### src/rtl/counter_sequencer_if.sv
// counter_sequencer_if: config handshake carrying the count limit and reload mode
interface counter_sequencer_if #(parameter int WIDTH = 4);
  logic             valid;
  logic             ready;
  logic [WIDTH-1:0] limit;
  logic             mode;
  modport master(output valid, limit, mode, input ready);
  modport slave(input valid, limit, mode, output ready);
endinterface

### src/rtl/counter_sequencer.sv
// counter_sequencer: run controller owning a modulo counter with configurable limit,
// one-shot/auto-reload mode, pause/abort control and a registered wrap pulse.
module counter_sequencer #(
  parameter int WIDTH         = 4,
  parameter int DEFAULT_LIMIT = 9
) (
  input  logic                clk,
  input  logic                reset,
  counter_sequencer_if.slave  cfg,
  input  logic                start,
  input  logic                pause,
  input  logic                abort,
  output logic [WIDTH-1:0]    q,
  output logic                tc,
  output logic                busy,
  output logic                done
);
  typedef enum logic [1:0] {IDLE, RUN, HOLD, DONE} state_t;
  state_t           state, state_nx;
  logic [WIDTH-1:0] limit, q_nx;
  logic             mode, tc_nx;
  assign cfg.ready = state == IDLE || state == DONE;
  assign busy      = state == RUN || state == HOLD;
  assign done      = state == DONE;
  always_comb begin
    state_nx = state;
    q_nx     = q;
    tc_nx    = 1'b0;
    case (state)
      IDLE: if (start) begin
        state_nx = RUN;
        q_nx     = '0;
      end
      DONE: state_nx = start ? RUN : abort ? IDLE : DONE;
      RUN: if (abort) begin
        state_nx = IDLE;
        q_nx     = '0;
      end else if (pause) begin
        state_nx = HOLD;
      end else if (q == limit) begin
        q_nx     = '0;
        tc_nx    = 1'b1;
        state_nx = mode ? RUN : DONE;
      end else begin
        q_nx = q + 1'b1;
      end
      HOLD: if (abort) begin
        state_nx = IDLE;
        q_nx     = '0;
      end else if (!pause) begin
        state_nx = RUN;
      end
      default: state_nx = IDLE;
    endcase
  end
  always_ff @(posedge clk or negedge reset) begin
    if (!reset) begin
      state <= IDLE;
      q     <= '0;
      tc    <= 1'b0;
      limit <= WIDTH'(DEFAULT_LIMIT);
      mode  <= 1'b0;
    end else begin
      state <= state_nx;
      q     <= q_nx;
      tc    <= tc_nx;
      if (cfg.valid && cfg.ready) begin
        limit <= cfg.limit;
        mode  <= cfg.mode;
      end
    end
  end
endmodule

### src/flat_wrapper.sv
// flat-port wrapper written by rule: the top's interface ports become plain ports
module counter_sequencer_flat 
#(
  parameter int WIDTH         = 4,
  parameter int DEFAULT_LIMIT = 9
)
  (clk, reset, start, pause, abort, q, tc, busy, done, cfg_valid, cfg_limit, cfg_mode, cfg_ready);
  counter_sequencer_if #(.WIDTH(WIDTH)) cfg_i ();
  input  logic clk;
  input  logic reset;
  input  logic start;
  input  logic pause;
  input  logic abort;
  output logic [WIDTH-1:0] q;
  output logic tc;
  output logic busy;
  output logic done;
  input wire logic [$bits(cfg_i.valid)-1:0] cfg_valid;
  input wire logic [$bits(cfg_i.limit)-1:0] cfg_limit;
  input wire logic [$bits(cfg_i.mode)-1:0] cfg_mode;
  output wire logic [$bits(cfg_i.ready)-1:0] cfg_ready;
  assign cfg_i.valid = cfg_valid;
  assign cfg_i.limit = cfg_limit;
  assign cfg_i.mode = cfg_mode;
  assign cfg_ready = cfg_i.ready;
  counter_sequencer #(.WIDTH(WIDTH), .DEFAULT_LIMIT(DEFAULT_LIMIT)) u_core (.clk(clk), .reset(reset), .cfg(cfg_i), .start(start), .pause(pause), .abort(abort), .q(q), .tc(tc), .busy(busy), .done(done));
endmodule
### config.mk
export PLATFORM = sky130hd
export DESIGN_NAME = counter_sequencer_flat
export DESIGN_NICKNAME = d
export VERILOG_FILES = /design/src/rtl/counter_sequencer_if.sv /design/src/rtl/counter_sequencer.sv /design/src/flat_wrapper.sv
export SDC_FILE = /design/constraint.sdc
export NUM_CORES = 1
export LEC_CHECK = 0
export ABC_AREA = 1
export CORE_MARGIN = 2
export CORE_UTILIZATION = 30
export CTS_BUF_LIST = sky130_fd_sc_hd__clkbuf_16
export CTS_CLUSTER_SIZE = 12
export DETAILED_ROUTE_END_ITERATION = 8
export PLACE_DENSITY = 0.5
export SETUP_SLACK_MARGIN = 0.1
export SYNTH_ARGS = -nofsm -noshare
export SYNTH_HDL_FRONTEND = slang
export SYNTH_SLANG_ARGS = --single-unit
### constraint.sdc
create_clock -name clk -period 1.8 [get_ports clk]
set_input_delay 0.27 -clock clk [delete_from_list [all_inputs] [get_ports clk]]
set_output_delay 0.27 -clock clk [all_outputs]
set_load 0.05 [all_outputs]
==> results of run 1 <==
## cells by family (layout without fill, tap and decap cells)
group	Yosys count	after routing	synth area share, %
fa+ha+maj	5	5	7.69
buf+inv	19	41	8.77
compound gates	10	10	6.62
simple gates	56	56	38.3
flops	12	12	37.2
mux	1	1	1.38
## state kept, by name (all words and copies together) (netlist names)
name / cells
u_core.limit: 4
u_core.q: 4
u_core.state: 2
u_core.mode: 1
u_core.tc: 1
## cell type report
class                      instances  area share, %
timing repair buffer              18           17.3
sequential                        12           26.2
clock buffer                       3           6.49
inverter                          19           6.49
multi-input combinational         72           40.0
tap                               30           3.24
clock inverter                     1          0.324
## power groups by stage
stage / registers [uW] / clock network (uW) / logic, uW
after global placement: 480 / 0 / 1400
after floorplan: 551 / 0 / 927
after detailed placement: 483 / 0 / 1410
final: 480 / 404 / 1390
after global routing: 495 / 432 / 1510
after CTS: 483 / 413 / 1410
## synthesized netlist by cell type (2+ instances only)
cell     count
nand2_1     23
inv_1       14
dfrtp_1     10
nor2_1       9
nand3_1      8
a21oi_1      6
ha_1         5
nand2_4      5
inv_2        4
nand2_2      4
dfstp_2      2
nor2_4       2
o21ai_0      2
## metal layers
layer  share of wire, %  GRT usage (%)  routed length, um  vias up
li1                   -              -                  -      361
met3                5.1           5.58                 88        2
met4               0.99           3.06                 17        0
met1                 49           15.7                836      314
met2                 45           17.8                771       16
met5                  0              0                  0        -
## metrics by stage
stage	area, sq um	setup WS [ps]	total power [uW]	std cells	hold WS [ps]
2_1_floorplan	841	61.3	1480	103	-25.6
3_3_place_gp	1080	331	1880	151	470
3_5_place_dp	1080	324	1890	151	479
4_1_cts	1160	151	2300	155	412
5_1_grt	1160	146	2440	155	439
6_report	1160	171	2270	155	389
## worst max path at each step
stage,slack (ps),to,cells past startpoint
4_1_cts,150,tc,1
6_report,170,tc,1
3_5_place_dp,320,u_core.q[2],9
3_3_place_gp,330,u_core.mode,5
2_1_floorplan,60,u_core.mode,5
5_1_grt,150,tc,1
==> metrics.md, run 1 <==
| Metric | Value |
|---|---|
| R2R Setup Slk | 340 ps |
| Skew-Pair Late Insertion Delay | 240 ps |
| Final #Nets | 142 |
| Final antenna-violating net count | 0 |
| FF-to-FF End | u_core.mode |
| CP endpoint kind | output port |
| Drt pass-1 iters | 4 |
| GRT Residual Overflow | 0 |
| Flop pwr share | 21.1% |
| FF-to-FF path depth | 5 |
| Placer Congestion | 0.830 |
| Commonest cells after routing, fill and taps aside | nand2_1, inv_1, clkdlybuf4s50_1 |
| Area grow syn2layout | 42.3% |
| Pint | 1250 uW |
| Worst Skew | 8.47 ps |
| CTS Buffer Depth | 2 |
| CTS Hold Bufs | 0 |
| Io pins | 19 |
| DR vias/cell | 4.47 |
| Worst path slowest cell | clkdlybuf4s50_1 |
| Die W | 56.1 um |
| Multi-input logic area | 463 sq um |
| Setup tns final | 0 ps |
| Buffer and inverter count on the worst path | 1 |
| Delay-heaviest family, CP | buffers and inverters |
| Die Span Y | 56.1 um |
| Post-CTS setup buffer count | 0 |
| Crit path required time | 1530 ps |
| Reg clk slew, reported paths | 50 ps |
| Tot GR Track Use | 12.0% |
| # fillers | 251 |
| RSZ-0062 raised after global routing | no |
| Max incr delay on CP | 790 ps |
| H-tree Lvls | 1 |
| Max_cap viols | 0 |
| Mean Syn Cell Area | 7.90 sq um |
| Tightest Hold Check Type | in -> async |
| Cell Chain, Critical Path | clkdlybuf4s50_1 |
| # rows | 18 |
| Sw Pwr | 1020 uW |
| Port Buffers | 18 |
| Die area | 0.00314 sq mm |
| Clock buffer count from CTS | 3 |
| Most common cell after layout, fill and taps aside | nand2_1 |
| CTS tree | built |
| Max transition margin | 63.2% |
| Fmax | 0.614 GHz |
| Iter 0 DRT Violations | 13 |
| Post-DP HPWL | 1410 um |
| Clock period minus worst slack | 1630 ps |
| Diode count | 0 |
| Worst setup path class | reg -> out |
| Net Count, Synth | 119 |
| Initial Utilization | 32.2% |
| Sw Ratio | 45.1% |
| Largest net degree at the start of global routing | 13 |
| EDFF count, synth | 0 |
| Core ar. | 0.00252 sq mm |
| Data arrival, critical path | 1360 ps |
| Synth Register Bits | 12 |
| Register area | 303 sq um |
| Layout cell share with drive strength beyond 1 | 29.6% |
| Distinct cells, synth | 22 |
| Maximum VDD drop | 1.54 mV |
| First-pass GRT wire length | 2890 um |
| Slew Viols, Final | 0 |
| Share of the synthesized area in the top cell type | 30.8% |
| Worst-margin pin slew | 551 ps |
| Most used DFF post-synth | dfrtp_1 |
| Final wirelength | 1710 um |
| Worst-path maximum fanout | 1 |
| Outcome | finished, final reports clean |
| WL/cell | 11.1 um |
| Top cells by area, synth | dfrtp_1, nand2_1, ha_1, nand2_4, dfstp_2 |
| Worst r2r src | u_core.state[1] |
| Crit. Startpoint | u_core.tc |
| Synth warn | 0 |
| CTS resizes | 0 |
| Leading area contributor after synthesis | dfrtp_1 |
| Leak | 0.000576 uW |
| Finish-stage setup viols | 0 |
| Fraction of power consumed by combinational cells | 61.1% |
| DRC | 0 |
| Final hold vios | 0 |
| Async SR Flop Fraction | 100% |
| Root buf cell | clkbuf_16 |
| Cell area power density | 1960 mW/mm^2 |
| Mapped Cells | 103 |
| Initial antenna violation count | 0 |
| Crit share post-route | 90.5% |
| Clock power frac | 17.8% |
| Vias in the first global route | 646 |
| Core Util, Final | 45.9% |
| Startpoint types | flop |
| Synthesized cell area | 813 sq um |
| Seq/Total Area, Yosys | 37.2% |
| Vias | 693 |
| # clock sinks | 12 |
No activity file was read; power rests on OpenSTA's default activity.
==> run 2: changes to the inputs <==
Settings changed: CORE_ASPECT_RATIO from default to 0.5, CORE_MARGIN 2 to 1.5.
==> run 2 against run 1 <==
  * Utilization is 0.75 points lower
  * Fmax increased by 1.1%
  * Worst setup slack improved by 18 ps
  * Sequential share of layout area is 0.22 points lower
  * Design area increased by 0.86%
  * Non-clock buffer count stayed put
  * Clock power is essentially flat
  * Sequential power is essentially flat
  * Cell count up 4.5%
  * Critical path type unchanged
  * Largest power group unchanged
==> metrics.md, run 2 (same netlist as run 1, synthesis figures left out) <==
| Metric | Value |
|---|---|
| Worst-path maximum fanout | 1 (unchanged) |
| Cell area power density | 1930 mW/mm^2 (-1.5%) |
| Non-filler instance count after layout | 162 (+4.5%) |
| CP endpoint kind | output port |
| Largest net degree at the start of global routing | 13 (unchanged) |
| # fillers | 269 (+7.2%) |
| # clock sinks | 12 (unchanged) |
| Worst r2r src | u_core.state[1] |
| Outcome | finished, final reports clean |
| Cell Chain, Critical Path | clkdlybuf4s50_1 |
| Iter 0 DRT Violations | 24 (+11) |
| Diode count | 0 (unchanged) |
| Die W | 76.6 um (+37%) |
| Worst path slowest cell | clkdlybuf4s50_1 |
| Placer Congestion | 0.750 (-9.5%) |
| DR vias/cell | 4.20 (-6.0%) |
| Max incr delay on CP | 790 ps (about the same) |
| Final hold vios | 0 (unchanged) |
| Initial Utilization | 31.4% (-0.80 points) |
| Post-DP HPWL | 1310 um (-7.6%) |
| Worst slack, placed | 324 ps (-0.786 ps) |
| FF-to-FF path depth | 5 (unchanged) |
| Skew-Pair Late Insertion Delay | 240 ps (about the same) |
| Data arrival, critical path | 1340 ps (-20 ps) |
| RSZ-0062 raised after global routing | no |
| Final hold slack | 387 ps (-1.99 ps) |
| Layout cell share with drive strength beyond 1 | 28.8% (-0.80 points) |
| Final #Nets | 142 (unchanged) |
| Vias in the first global route | 561 (-13%) |
| Slew Viols, Final | 0 (unchanged) |
| Commonest cells after routing, fill and taps aside | nand2_1, inv_1, clkdlybuf4s50_1 |
| Reg clk slew, reported paths | 40 ps (about the same) |
| Maximum VDD drop | 1.42 mV (-8.0%) |
| Drt pass-1 iters | 4 (unchanged) |
| Startpoint types | flop |
| R2R Setup Slk | 330 ps (about the same) |
| Tot GR Track Use | 11.5% (-0.46 points) |
| CTS tree | built |
| Root buf cell | clkbuf_16 |
| Finish-stage setup viols | 0 (unchanged) |
| Core ar. | 0.00259 sq mm (+2.5%) |
| Delay-heaviest family, CP | buffers and inverters |
| Buffer and inverter count on the worst path | 1 (unchanged) |
| WL/cell | 9.72 um (-12%) |
| CP Capture Point | tc |
| FF-to-FF End | u_core.mode |
| Port Buffers | 18 (unchanged) |
| Worst setup path class | reg -> out |
| First-pass GRT wire length | 2580 um (-11%) |
| # rows | 13 (-5) |
| Min setup slack post-route | 189 ps (+18.1 ps) |
| Crit. Startpoint | u_core.tc |
| H-tree Lvls | 1 (unchanged) |
| Die Span Y | 39.8 um (-29%) |
| Tightest Hold Check Type | in -> async |
| Final wirelength | 1570 um (-8.2%) |
| Max transition margin | 63.9% (+0.75 points) |
| Leak | 0.000578 uW (+0.43%) |
| Io pins | 19 (unchanged) |
| Placed cell count | 158 (+4.6%) |
| Clock period minus worst slack | 1610 ps (-18.1 ps) |
| Top Registers | u_core.limit: 4 flops, u_core.q: 4 flops, u_core.state: 2 flops |
| Max_cap viols | 0 (unchanged) |
| Crit share post-route | 89.5% (-1.0 points) |
| Most common cell after layout, fill and taps aside | nand2_1 |
| Fmax | 0.621 GHz (+1.1%) |
| GRT Residual Overflow | 0 (unchanged) |
| CTS Buffer Depth | 2 (unchanged) |
| WP depth | 1 (unchanged) |
| Area grow syn2layout | 43.5% |
| Clock buffer count from CTS | 3 (unchanged) |
| Crit path required time | 1530 ps (about the same) |
| Worst-margin pin slew | 539 ps (-11.1 ps) |
| Setup tns final | 0 ps (unchanged) |
| Die area | 0.00305 sq mm (-2.9%) |
| Pwr Total | 2260 uW (-0.65%) |
| Initial antenna violation count | 0 (unchanged) |
| Worst Skew | 3.05 ps (-5.42 ps) |
| Final antenna-violating net count | 0 (unchanged) |
| DRC | 0 (unchanged) |
| Vias | 681 (-1.7%) |
[run 2: cell types whose count changed in the layout (fill, tap and decap cells not counted), sizes merged]
cell | before | now
buf | 7 | 6
dlygate4sd2 | 0 | 1
[run 2: worst min-delay path by stage]
stage                       to  slack [ps]  cells after the start       startpoint
2_1_floorplan  u_core.limit[1]         -30                      0            reset
3_3_place_gp   u_core.limit[0]         470                      2  u_core.limit[0]
3_5_place_dp   u_core.limit[0]         480                      2  u_core.limit[0]
4_1_cts            u_core.q[0]         410                      1            reset
5_1_grt            u_core.q[1]         450                      1            reset
6_report           u_core.q[0]         390                      1            reset
[run 2: area by class of cell]
type	count	area, sq um	share of cell area [%]
Timing Repair Buffer	18	201	17.3
Clock buffer	3	75.1	6.43
Inverter	19	75.1	6.43
Tap cell	37	46.3	3.97
Clock inverter	1	3.75	0.322
Sequential cell	12	303	25.9
Multi-Input combinational cell	72	463	39.7
[run 2: timing repair]
item	CTS	global route
setup buffers	0	0
resized for setup	1	0
hold buffers	0	0
setup endpoints to repair	1	0
[run 2: worst register-to-register path: cells and delay by family, from the launching register on]
kind | cells | cell delay (ps)
buffers and inverters | 2 | 200
AND/OR/NAND/NOR | 1 | 140
multiplexers | 1 | 300
flip-flops | 1 | 420
adder cells (fa/ha/maj) | 1 | 290
[run 2: through the flow]
stage	util, %	cell area, sq um
after global routing	45.1	1170
after detailed placement	42.1	1090
after CTS	45.1	1170
after floorplan	-	841
after global placement	42.1	1090
final	45.1	1170
[run 2: routing by layer]
| metal | up-vias | part of all wire [%] | GRT usage [%] |
|---|---|---|---|
| li1 | 361 | - | - |
| met1 | 305 | 49 | 14.4 |
| met2 | 15 | 46 | 19.2 |
| met3 | 0 | 4.9 | 4.42 |
| met4 | 0 | 0 | 2.78 |
| met5 | - | 0 | 0 |
[run 2: power by group]
group          switching, uW  leakage, uW  total, uW  internal [uW]
combinational            807     0.000392       1370            562
sequential              91.3     0.000148        481            390
clock                    115    0.0000385        407            292
==> run 3: changes to the inputs <==
--- a/config.mk
+++ b/config.mk
@@ -14,3 +14,3 @@
 export DETAILED_ROUTE_END_ITERATION = 8
-export PLACE_DENSITY = 0.5
+export MAX_ROUTING_LAYER = met4
 export SETUP_SLACK_MARGIN = 0.1
==> constraint.sdc (replaced) <==
create_clock -name clk -period 1.8 [get_ports clk]
set_input_delay 0.36 -clock clk [delete_from_list [all_inputs] [get_ports clk]]
set_output_delay 0.36 -clock clk [all_outputs]
set_load 0.05 [all_outputs]
==> run 3 against run 2 <==
  * Utilization grew 0.29 points
  * Via count shrank 0.44%
  * Total power grew 1.7%
  * Highest routed layer is now met4
==> metrics.md, run 3 (same netlist as run 1, synthesis figures left out) <==
| Metric | Value |
|---|---|
| WP depth | 4 (+3) |
| Worst path slowest cell | dfrtp_1 |
| # fillers | 258 (-4.1%) |
| Reg clk slew, reported paths | 40 ps (about the same) |
| Max incr delay on CP | 390 ps (-400 ps) |
| Area grow syn2layout | 44.5% |
| Leak | 0.000586 uW (+1.3%) |
| Outcome | finished, final reports clean |
| Worst-path maximum fanout | 4 (+3) |
| Root buf cell | clkbuf_16 |
| Delay-heaviest family, CP | flip-flops |
| Finish-stage setup viols | 0 (unchanged) |
| Final wirelength | 1470 um (-6.5%) |
| Post-CTS setup buffer count | 0 (unchanged) |
| Worst-margin pin slew | 544 ps (+4.26 ps) |
| Data arrival, critical path | 1260 ps (-80 ps) |
| CTS resizes | 0 (-1) |
| Port Buffers | 18 (unchanged) |
| Final hold vios | 0 (unchanged) |
| GRT Residual Overflow | 0 (unchanged) |
| Tightest Hold Check Type | in -> async |
| Crit share post-route | 90.2% (+0.67 points) |
| Max_cap viols | 0 (unchanged) |
| Vias | 678 (-0.44%) |
| # rows | 13 (unchanged) |
| Iter 0 DRT Violations | 21 (-13%) |
| Worst Skew | 0.571 ps (-2.48 ps) |
| Clock buffer count from CTS | 3 (unchanged) |
| Maximum VDD drop | 1.10 mV (-22%) |
| Skew-Pair Late Insertion Delay | 240 ps (about the same) |
| Startpoint types | flop |
| Post-DP HPWL | 1210 um (-7.0%) |
| Top Registers | u_core.limit: 4 flops, u_core.q: 4 flops, u_core.state: 2 flops |
| Initial antenna violation count | 0 (unchanged) |
| First-pass GRT wire length | 2500 um (-3.2%) |
| Layout cell share with drive strength beyond 1 | 31.7% (+2.9 points) |
| Buffer and inverter count on the worst path | 3 (+2) |
| Diode count | 0 (unchanged) |
| Max transition margin | 63.6% (-0.29 points) |
| WL/cell | 9.03 um (-7.1%) |
| Setup tns final | 0 ps (unchanged) |
| Placer Congestion | 0.774 (+3.1%) |
| CP endpoint kind | output port |
| Worst setup path class | reg -> out |
| Final #Nets | 144 (+1.4%) |
| Most common cell after layout, fill and taps aside | nand2_1 |
| Crit path required time | 1440 ps (-90 ps) |
| CTS Buffer Depth | 2 (unchanged) |
| Initial Utilization | 31.4% (unchanged) |
| Clock period minus worst slack | 1620 ps (+12.1 ps) |
| RSZ-0062 raised after global routing | no |
| Fmax | 0.616 GHz (-0.74%) |
| Vias in the first global route | 549 (-2.1%) |
| Die W | 76.6 um (unchanged) |
| Tot GR Track Use | 11.9% (+0.32 points) |
| Slew Viols, Final | 0 (unchanged) |
| CTS tree | built |
| Cell area power density | 1950 mW/mm^2 (+1.1%) |
| Die Span Y | 39.8 um (unchanged) |
| Final antenna-violating net count | 0 (unchanged) |
| Cell Chain, Critical Path | inv_2, ha_4, clkinvlp_4, buf_12 |
| Io pins | 19 (unchanged) |
| DR vias/cell | 4.16 (-1.1%) |
| Drt pass-1 iters | 4 (unchanged) |
| Core Util, Final | 45.4% (+0.29 points) |
| Die area | 0.00305 sq mm (unchanged) |
| DRC | 0 (unchanged) |
| H-tree Lvls | 1 (unchanged) |
| # clock sinks | 12 (unchanged) |
| CTS Hold Bufs | 0 (unchanged) |
| FF-to-FF path depth | 6 (+1) |
| Final hold slack | 481 ps (+93.8 ps) |
| Core ar. | 0.00259 sq mm (unchanged) |
| Commonest cells after routing, fill and taps aside | nand2_1, inv_1, clkdlybuf4s50_1, dfrtp_1, nor2_1 |
| Largest net degree at the start of global routing | 13 (unchanged) |
## run 3: cell count changes in the layout (fill, tap and decap cells not counted), sizes merged
cell / change
clkinv: -1
dlygate4sd2: -1
buf: +4
clkdlybuf4s50: -1
## run 3: metal layers
| layer | share of wire [%] | vias up | GRT usage, % |
|---|---|---|---|
| met2 | 42 | 10 | 16.3 |
| met1 | 53 | 300 | 14.7 |
| met3 | 3.8 | 2 | 4.88 |
| met4 | 1.4 | 0 | 6.94 |
| met5 | 0 | - | - |
| li1 | - | 366 | - |
## run 3: layout make-up
class	instances	area [sq um]	area share, %
well taps	37	46.3	3.94
inverters	19	75.1	6.39
multi-input cells	72	463	39.4
flip-flops and latches	12	303	25.8
repair buffers	20	213	18.1
clock buffers	3	75.1	6.39
## run 3: power by group
part,leakage (uW),switching [uW],internal (uW)
sequential,0.000148,84.9,390
combinational,0.000401,819,606
clock,0.0000370,108,289
## run 3: per-stage QoR
stage / worst slack [ps] / area, sq um / power (uW) / cells
5_1_grt: 120 / 1170 / 2460 / 163
3_3_place_gp: 274 / 1080 / 1870 / 158
4_1_cts: 124 / 1160 / 2280 / 161
6_report: 177 / 1170 / 2300 / 163
2_1_floorplan: 61.3 / 841 / 1480 / 103
3_5_place_dp: 262 / 1080 / 1870 / 158
## run 3: final timing paths
path / slack, ps / to / start
worst max-delay path: 180 / cfg_ready / u_core.state[0]
worst min-delay path: 480 / u_core.limit[2] / reset
worst max register to register: 250 / u_core.mode / u_core.state[0]
worst min register to register: 480 / u_core.limit[0] / u_core.limit[0]
max in group asynchronous: 950 / u_core.limit[0] / reset
min in group clk: 480 / u_core.limit[0] / u_core.limit[0]
